===== src/rtl/modinv_helper_init_gen.sv =====
// Initialisation sequencer for the modular invertor: streams operands A/Q out of their
// banks into the R/S/U/V working buffers. Optional feature macro: MODINV_INIT_ZEROCHK_EN.
module modinv_helper_init_gen #(
    parameter int OPERAND_NUM_WORDS = 8,
    parameter int OPERAND_ADDR_BITS = 3,
    parameter int BUFFER_NUM_WORDS  = 9,
    parameter int BUFFER_ADDR_BITS  = 4,
    parameter int WORD_WIDTH        = 32,
    parameter int READ_LATENCY      = 1
) (
    input  logic                         clk,
    input  logic                         rst,
    input  logic                         ena,
    input  logic [1:0]                   mode,
    output logic                         rdy,
    output logic                         done,
    output logic [OPERAND_ADDR_BITS-1:0] a_addr,
    output logic [OPERAND_ADDR_BITS-1:0] q_addr,
    input  logic [WORD_WIDTH-1:0]        a_din,
    input  logic [WORD_WIDTH-1:0]        q_din,
    output logic [BUFFER_ADDR_BITS-1:0]  r_addr,
    output logic [BUFFER_ADDR_BITS-1:0]  s_addr,
    output logic [BUFFER_ADDR_BITS-1:0]  u_addr,
    output logic [BUFFER_ADDR_BITS-1:0]  v_addr,
    output logic                         r_wren,
    output logic                         s_wren,
    output logic                         u_wren,
    output logic                         v_wren,
    output logic [WORD_WIDTH-1:0]        r_dout,
    output logic [WORD_WIDTH-1:0]        s_dout,
    output logic [WORD_WIDTH-1:0]        u_dout,
    output logic [WORD_WIDTH-1:0]        v_dout
`ifdef MODINV_INIT_ZEROCHK_EN
    ,
    output logic                         a_zero,
    output logic                         q_zero
`endif
);

    localparam int CNT_W = ((BUFFER_ADDR_BITS > OPERAND_ADDR_BITS) ?
                            BUFFER_ADDR_BITS : OPERAND_ADDR_BITS) + 2;
    localparam logic [CNT_W-1:0]             CNT_ZERO   = {CNT_W{1'b0}};
    localparam logic [CNT_W-1:0]             CNT_ONE    = CNT_W'(1);
    localparam logic [CNT_W-1:0]             CNT_LAT    = CNT_W'(READ_LATENCY);
    localparam logic [CNT_W-1:0]             CNT_RD_END = CNT_W'(OPERAND_NUM_WORDS);
    localparam logic [CNT_W-1:0]             CNT_LAST   = CNT_W'(BUFFER_NUM_WORDS + READ_LATENCY);
    localparam logic [WORD_WIDTH-1:0]        WORD_ZERO  = {WORD_WIDTH{1'b0}};
    localparam logic [WORD_WIDTH-1:0]        WORD_ONE   = {{(WORD_WIDTH-1){1'b0}}, 1'b1};
    localparam logic [BUFFER_ADDR_BITS-1:0]  BUF_ZERO   = {BUFFER_ADDR_BITS{1'b0}};
    localparam logic [OPERAND_ADDR_BITS-1:0] OP_ZERO    = {OPERAND_ADDR_BITS{1'b0}};

    generate
        if (BUFFER_NUM_WORDS < OPERAND_NUM_WORDS + 1) begin : g_bad_buffer_size
            $error("BUFFER_NUM_WORDS must be at least OPERAND_NUM_WORDS+1");
        end
        if ((READ_LATENCY < 1) || (READ_LATENCY > 3)) begin : g_bad_latency
            $error("READ_LATENCY must be in 1..3");
        end
    endgenerate

    typedef enum logic [0:0] {ST_IDLE = 1'b0, ST_BUSY = 1'b1} state_t;

    state_t                         state_r;
    logic [CNT_W-1:0]               cnt_r;
    logic [1:0]                     mode_r;
    logic                           rdy_r;
    logic                           done_r;
    logic                           wren_r;
    logic                           rd_vld_r;
    logic [OPERAND_ADDR_BITS-1:0]   op_addr_r;
    logic [BUFFER_ADDR_BITS-1:0]    buf_addr_r;
    logic [READ_LATENCY-1:0]        dv_pipe_r;

    logic                           start_s;
    logic                           last_s;
    logic                           rd_go_s;
    logic                           wr_go_s;
    logic                           dv_s;
    logic [CNT_W-1:0]               wr_idx_s;
    logic [WORD_WIDTH-1:0]          op_a_s;
    logic [WORD_WIDTH-1:0]          op_q_s;
    logic [WORD_WIDTH-1:0]          one_word_s;
    logic [WORD_WIDTH-1:0]          r_dout_s;
    logic [WORD_WIDTH-1:0]          s_dout_s;
    logic [WORD_WIDTH-1:0]          u_dout_s;
    logic [WORD_WIDTH-1:0]          v_dout_s;

    // Start/finish decode; the address for cycle c+1 is derived from the current count c
    always_comb begin
        start_s  = (state_r == ST_IDLE) && ena;
        last_s   = (state_r == ST_BUSY) && (cnt_r == CNT_LAST);
        rd_go_s  = (cnt_r < CNT_RD_END);
        wr_go_s  = (cnt_r >= CNT_LAT);
        wr_idx_s = cnt_r - CNT_LAT;
        dv_s     = dv_pipe_r[READ_LATENCY-1];
    end

    // Sequencer FSM: cycle counter, mode latch and registered bank/buffer controls
    always_ff @(posedge clk) begin
        if (rst) begin
            state_r    <= ST_IDLE;
            cnt_r      <= CNT_ZERO;
            mode_r     <= 2'b00;
            rdy_r      <= 1'b1;
            done_r     <= 1'b0;
            wren_r     <= 1'b0;
            rd_vld_r   <= 1'b0;
            op_addr_r  <= OP_ZERO;
            buf_addr_r <= BUF_ZERO;
        end else begin
            case (state_r)
                ST_IDLE: begin
                    done_r     <= 1'b0;
                    wren_r     <= 1'b0;
                    op_addr_r  <= OP_ZERO;
                    buf_addr_r <= BUF_ZERO;
                    if (start_s) begin
                        state_r  <= ST_BUSY;
                        cnt_r    <= CNT_ONE;
                        mode_r   <= mode;
                        rdy_r    <= 1'b0;
                        rd_vld_r <= 1'b1;
                    end else begin
                        rdy_r    <= 1'b1;
                        rd_vld_r <= 1'b0;
                    end
                end
                ST_BUSY: begin
                    if (last_s) begin
                        state_r    <= ST_IDLE;
                        cnt_r      <= CNT_ZERO;
                        rdy_r      <= 1'b1;
                        done_r     <= 1'b1;
                        wren_r     <= 1'b0;
                        rd_vld_r   <= 1'b0;
                        op_addr_r  <= OP_ZERO;
                        buf_addr_r <= BUF_ZERO;
                    end else begin
                        cnt_r      <= cnt_r + CNT_ONE;
                        rd_vld_r   <= rd_go_s;
                        op_addr_r  <= rd_go_s ? cnt_r[OPERAND_ADDR_BITS-1:0] : OP_ZERO;
                        wren_r     <= wr_go_s;
                        buf_addr_r <= wr_go_s ? wr_idx_s[BUFFER_ADDR_BITS-1:0] : BUF_ZERO;
                    end
                end
                default: begin
                    state_r    <= ST_IDLE;
                    cnt_r      <= CNT_ZERO;
                    rdy_r      <= 1'b1;
                    done_r     <= 1'b0;
                    wren_r     <= 1'b0;
                    rd_vld_r   <= 1'b0;
                    op_addr_r  <= OP_ZERO;
                    buf_addr_r <= BUF_ZERO;
                end
            endcase
        end
    end

    // Read-valid pipeline: marks the cycles in which bank data belongs to a real operand word
    always_ff @(posedge clk) begin
        if (rst) begin
            dv_pipe_r <= {READ_LATENCY{1'b0}};
        end else begin
            dv_pipe_r[0] <= rd_vld_r;
            for (int i = 1; i < READ_LATENCY; i++) begin
                dv_pipe_r[i] <= dv_pipe_r[i-1];
            end
        end
    end

    // Write-data select; bank data is gated so zero outputs never see bank contents
    always_comb begin
        op_a_s     = WORD_ZERO;
        op_q_s     = WORD_ZERO;
        one_word_s = WORD_ZERO;
        r_dout_s   = WORD_ZERO;
        s_dout_s   = WORD_ZERO;
        u_dout_s   = WORD_ZERO;
        v_dout_s   = WORD_ZERO;
        if (dv_s) begin
            op_a_s = a_din;
            op_q_s = q_din;
        end else begin
            op_a_s = WORD_ZERO;
            op_q_s = WORD_ZERO;
        end
        if (wren_r && (buf_addr_r == BUF_ZERO)) begin
            one_word_s = WORD_ONE;
        end else begin
            one_word_s = WORD_ZERO;
        end
        case (mode_r)
            2'b00: begin
                u_dout_s = op_q_s;
                v_dout_s = op_a_s;
                s_dout_s = one_word_s;
            end
            2'b01: begin
                u_dout_s = op_a_s;
                v_dout_s = op_q_s;
                r_dout_s = one_word_s;
            end
            2'b10: begin
                u_dout_s = op_q_s;
                v_dout_s = op_a_s;
            end
            2'b11: begin
                u_dout_s = WORD_ZERO;
                v_dout_s = WORD_ZERO;
            end
            default: begin
                u_dout_s = WORD_ZERO;
                v_dout_s = WORD_ZERO;
            end
        endcase
    end

`ifdef MODINV_INIT_ZEROCHK_EN
    logic a_or_r;
    logic q_or_r;
    logic a_zero_r;
    logic q_zero_r;

    // Operand-zero detection: OR-accumulate during the run, publish at completion
    always_ff @(posedge clk) begin
        if (rst) begin
            a_or_r   <= 1'b0;
            q_or_r   <= 1'b0;
            a_zero_r <= 1'b0;
            q_zero_r <= 1'b0;
        end else if (start_s) begin
            a_or_r <= 1'b0;
            q_or_r <= 1'b0;
        end else if (last_s) begin
            a_zero_r <= ~a_or_r;
            q_zero_r <= ~q_or_r;
        end else if (dv_s) begin
            a_or_r <= a_or_r | (|a_din);
            q_or_r <= q_or_r | (|q_din);
        end
    end

    assign a_zero = a_zero_r;
    assign q_zero = q_zero_r;
`endif

    assign rdy    = rdy_r;
    assign done   = done_r;
    assign a_addr = op_addr_r;
    assign q_addr = op_addr_r;
    assign r_addr = buf_addr_r;
    assign s_addr = buf_addr_r;
    assign u_addr = buf_addr_r;
    assign v_addr = buf_addr_r;
    assign r_wren = wren_r;
    assign s_wren = wren_r;
    assign u_wren = wren_r;
    assign v_wren = wren_r;
    assign r_dout = r_dout_s;
    assign s_dout = s_dout_s;
    assign u_dout = u_dout_s;
    assign v_dout = v_dout_s;

endmodule


===== config.mk =====
export PLATFORM = sky130hd
export DESIGN_NAME = modinv_helper_init_gen
export DESIGN_NICKNAME = d
export VERILOG_FILES = /design/src/rtl/modinv_helper_init_gen.sv
export SDC_FILE = /design/constraint.sdc
export NUM_CORES = 1
export LEC_CHECK = 0
export ABC_AREA = 1
export BUFFER_PORTS_ARGS = -buffer_cell sky130_fd_sc_hd__buf_2
export CAP_MARGIN = 20
export CORE_ASPECT_RATIO = 0.6
export CORE_UTILIZATION = 37
export CTS_BUF_LIST = sky130_fd_sc_hd__clkbuf_4
export DETAILED_ROUTE_END_ITERATION = 10
export HOLD_SLACK_MARGIN = 0.05
export PLACE_DENSITY = 0.95
export SLEW_MARGIN = 20
export SYNTH_ARGS = -nofsm -noshare
export SYNTH_HDL_FRONTEND = slang
export SYNTH_SLANG_ARGS = --single-unit

===== constraint.sdc =====
create_clock -name clk -period 1.7 [get_ports clk]
set_clock_uncertainty 0.1 [all_clocks]
set_input_delay 0.34 -clock clk [delete_from_list [all_inputs] [get_ports clk]]
set_output_delay 0.34 -clock clk [all_outputs]
set_load 0.03 [all_outputs]

After elaboration in Yosys (flattened, before gate mapping)
Cells that the tools add are included.

Add/subtract/negate cells: 2. Magnitude comparators: 2. Equality and inequality tests: 6. Muxes and demuxes: 27. Bitwise logic cells: 1. Reduce and logical (&&, ||, !) cells: 7.

Operator list (number): 32-bit one-hot mux with 3 select lines (2); 32-bit two-way mux (4); 6-bit two-way mux (2); 6-bit one-hot mux with 2 select lines (1); 1-bit one-hot mux with 2 select lines (5); 4-bit two-way mux (2); 4-bit one-hot mux with 2 select lines (1); 1-bit two-way mux (7); 6-bit by 1-bit adder with 6-bit output (second input constant) (1); 6-bit by 4-bit == test with 1-bit output (second input constant) (1); 6-bit by 1-bit greater-or-equal comparator with 1-bit output (second input constant) (1); 6-bit by 4-bit < comparator with 1-bit output (second input constant) (1); 3-bit two-way mux (2); 3-bit one-hot mux with 2 select lines (1); 2-bit == test (second input constant) (2); 4-bit zero test (1); 4-bit by 1-bit subtractor with 4-bit output (second input constant) (1); 1-bit logical AND (3); 2-bit by 1-bit == test with 1-bit output (second input constant) (1); 2-bit zero test (1); 2-bit by 1-bit inequality test with 1-bit output (second input constant) (1); 2-bit inequality test (second input constant) (1); 2-bit AND reduction (1); 2-bit OR reduction (1); 1-bit inverter (1).

Register bits: 21. Input bits: 69. Logic and storage cells: 55.

Logic depth before layout (Yosys ltp)
Depth after elaboration: 4. Depth in mapped cells: 7.

Least setup slack after synthesis
No wires, ideal clock.

Kind: register -> output. Start: register dv_pipe_r. End: output port u_dout[10]. Arrival time: 1.178 ns. Data required time: 1.260 ns. Setup slack: 0.082 ns. Cell stages (with the launch flop): 5. Path buffers: 2. Path through: dfxtp_1 > buf_2 > buf_4 > nand2_1 > o22ai_1.

Cells in the longest elaborated chain, start to end: 2. Elaborated cells on any way between the ends: 3.

Ends and longest elaborated chain: from (decl) (line 72) `logic [READ_LATENCY-1:0] dv_pipe_r;`; from (signal assigned) (line 163) `dv_pipe_r <= {READ_LATENCY{1'b0}};`; from (signal, indexed assignment) (line 167) `dv_pipe_r[i] <= dv_pipe_r[i-1];`; 32-bit two-way mux (line 181) `if (dv_s) begin`; 32-bit one-hot mux with 3 select lines * (line 193) `case (mode_r)`; to (decl) (line 31) `output logic [WORD_WIDTH-1:0] u_dout,`.

Every way passes the cells marked *; elsewhere a longest branch is shown, timed or not.

Final worst setup path
Start: register dv_pipe_r. End: output port v_dout[13].

Cells in the longest elaborated chain, start to end: 2. Elaborated cells on any way between the ends: 3.

Ends and longest elaborated chain: 32-bit two-way mux (line 181); 32-bit one-hot mux with 3 select lines * (line 193); to (decl) (line 32) `output logic [WORD_WIDTH-1:0] v_dout`.

Marks and branches as above.

==> metrics.txt <==
post-synth cell types=22; DR pass1 iterations=4; placed cell area=2770 um^2; leading area contributor after synthesis=buf_4; largest cells by area after synthesis=buf_4, dfxtp_1, o22ai_1; clk slew on worst S/H paths=0.12 ns; worst hold path class=in2reg; dpl hpwl=5690 um; syn_area_per_cell=6.58 um^2; CTS buffer count=3; crit path DAT=1.40 ns; share of cells above drive strength 1=47.7%; total gr overflow=0; vias per inst=4.84; die area=6460 um^2; TritonCTS clock tree=done; final wirelength=8210 um; final hold violation count=0; Setup crit end kind=output port; row count=21; CP max FO=17; drt drc=0; Max Slew Vio Count=0; # setup viols final=64; status=finished, violations left; fmax=0.544 GHz; Longest Clk Path Bufs=2; filler instances=528; io pins=225; top-area cell type share of the netlist area=28.8%; IO Port Bufs=162; Setup WS pre-CTS=0.121 ns; Post-synth EDFFs=0; CTS H-Tree Depth=1; Placed Cells=552; post-route cell area=3420 um^2; commonest cells in the netlist=buf_4, nand2_1, o22ai_1; WL per Instance=14.6 um; largest net degree at the start of global routing=36; Seq/Total Area, Yosys=18.5%; clock latency at the later pin of the worst-skew pair=0.31 ns; FF+latch area=442 um^2; yosys warns=0; multi-input logic area=1480 um^2; RSZ-0062 raised after global routing=yes; Non-Filler Instances=564; Main synth FF type=dfxtp_1; Hold WS=0.200 ns; Sink Count=21; count leader, synth=buf_4; Routed Antenna Nets=0; GRT Total Usage=22.2%; Seq cells post-synth=21; CTS Root Buffer Type=clkbuf_4; PnR worst setup slack=-0.140 ns; P_leak=1.73 nW; ys async rst share=0%; first-pass GRT wire length=11400 um; Iteration-0 DRC Markers=155; max_cap viols=0; Crit path required time=1.26 ns; Tcrit/Tclk final=108%; # nets final=558; vias in the first global route=2354; initial antenna violation count=0; cell area after synthesis=2270 um^2; overall power=1.80 mW; Area Overhead vs Synth=50.6%; Gate Count Post-Synth=345; DIE WIDTH=103 um; min cycle time layout=1.84 ns; CP Launch Type=register; failing checks=negative setup slack; die span in y=62.7 um; Via Count=2729; gpl congestion=0.838; maximum vdd drop=0.253 mV; Starting Density=39.6%; crit path kind=reg2out; core footprint=5730 um^2; P per Cell Area=527 nW/um^2; ANT cells=0
## worst paths after layout
kind                          from  cells past startpoint  slack (ns)                     to
min                            rst                      2        0.20   dv_pipe_r$_SDFF_PP0_
max           dv_pipe_r$_SDFF_PP0_                      4       -0.14             v_dout[13]
min reg2reg    rd_vld_r$_SDFF_PP0_                      2        0.31   dv_pipe_r$_SDFF_PP0_
max reg2reg  cnt_r[0]$_SDFFE_PP0P_                      7        0.22  cnt_r[5]$_SDFFE_PP0P_
## placed cells by master (no fill, tap or decap), drive strengths merged, types with 3 or more instances in the layout
master	Yosys	final
buf	99	175
nand2	83	83
o22ai	64	64
conb	1	62
nor2	22	22
dfxtp	21	21
inv	16	16
nand3	13	13
a21oi	7	7
nand4	5	5
clkbuf	4	5
ha	4	4
o21ai	3	3
## state kept, by name (all words and copies together), names as in the netlist
register	flops
a_addr	3
cnt_r	6
done	1
dv_pipe_r	1
mode_r	2
r_addr	4
r_wren	1
rd_vld_r	1
rdy	1
state_r	1
## worst max-delay path, stage by stage, from the launching register on
cell     delay [ns]
dfxtp_4        0.44
buf_12         0.16
nand2_1        0.10
o22ai_1        0.20
buf_4          0.19
## per-layer routing
| metal | wire length, um | up-vias | track usage (%) |
|---|---|---|---|
| met5 | 0 | - | 0 |
| met4 | 70 | 0 | 2.99 |
| met3 | 486 | 8 | 3.47 |
| met2 | 4310 | 137 | 41.3 |
| met1 | 3350 | 1274 | 27.1 |
| li1 | - | 1310 | - |
## where the power goes
group	internal, mW	switching [mW]	total [mW]
Clock	0.0879	0.156	0.244
Combinational	0.331	0.682	1.01
Sequential	0.511	0.0317	0.543
Total	0.930	0.870	1.80
## through the flow
stage / TNS, ns / utilization, %
after global placement: 0 / 48.3
final: -5.70 / 59.6
after detailed placement: 0 / 48.3
after global routing: -10.40 / 59.6
after floorplan: 0 / -
after CTS: -3.85 / 55.0
## kinds of logic (layout without fill, tap and decap cells)
kind of cell	after synthesis	in the layout	share of synthesized area [%]
AND/OR/NAND/NOR	123	123	22.9
buffers and inverters	119	197	35.2
AO/OA/AOI/OAI	75	75	20.2
flip-flops	21	21	18.5
adder cells (fa/ha/maj)	4	4	2.21
XOR/XNOR	2	2	0.772
other	1	62	0.165
## area by class of cell
cell class | instances | area share (%)
clock buffers | 3 | 0.659
clock inverters | 1 | 0.147
inverters | 16 | 1.76
multi-input cells | 266 | 43.4
flip-flops and latches | 21 | 12.9
well taps | 80 | 2.93
repair buffers | 177 | 38.2
## repair_timing
item | 4_1_cts | 5_1_grt
gates resized for setup | 100 | 47
setup endpoints to repair | 64 | 66
hold buffers | 0 | 0
buffers inserted | 1 | 4
pin swaps | 0 | 3
cloned | 1 | 2
No activity file was read; power rests on OpenSTA's default activity.
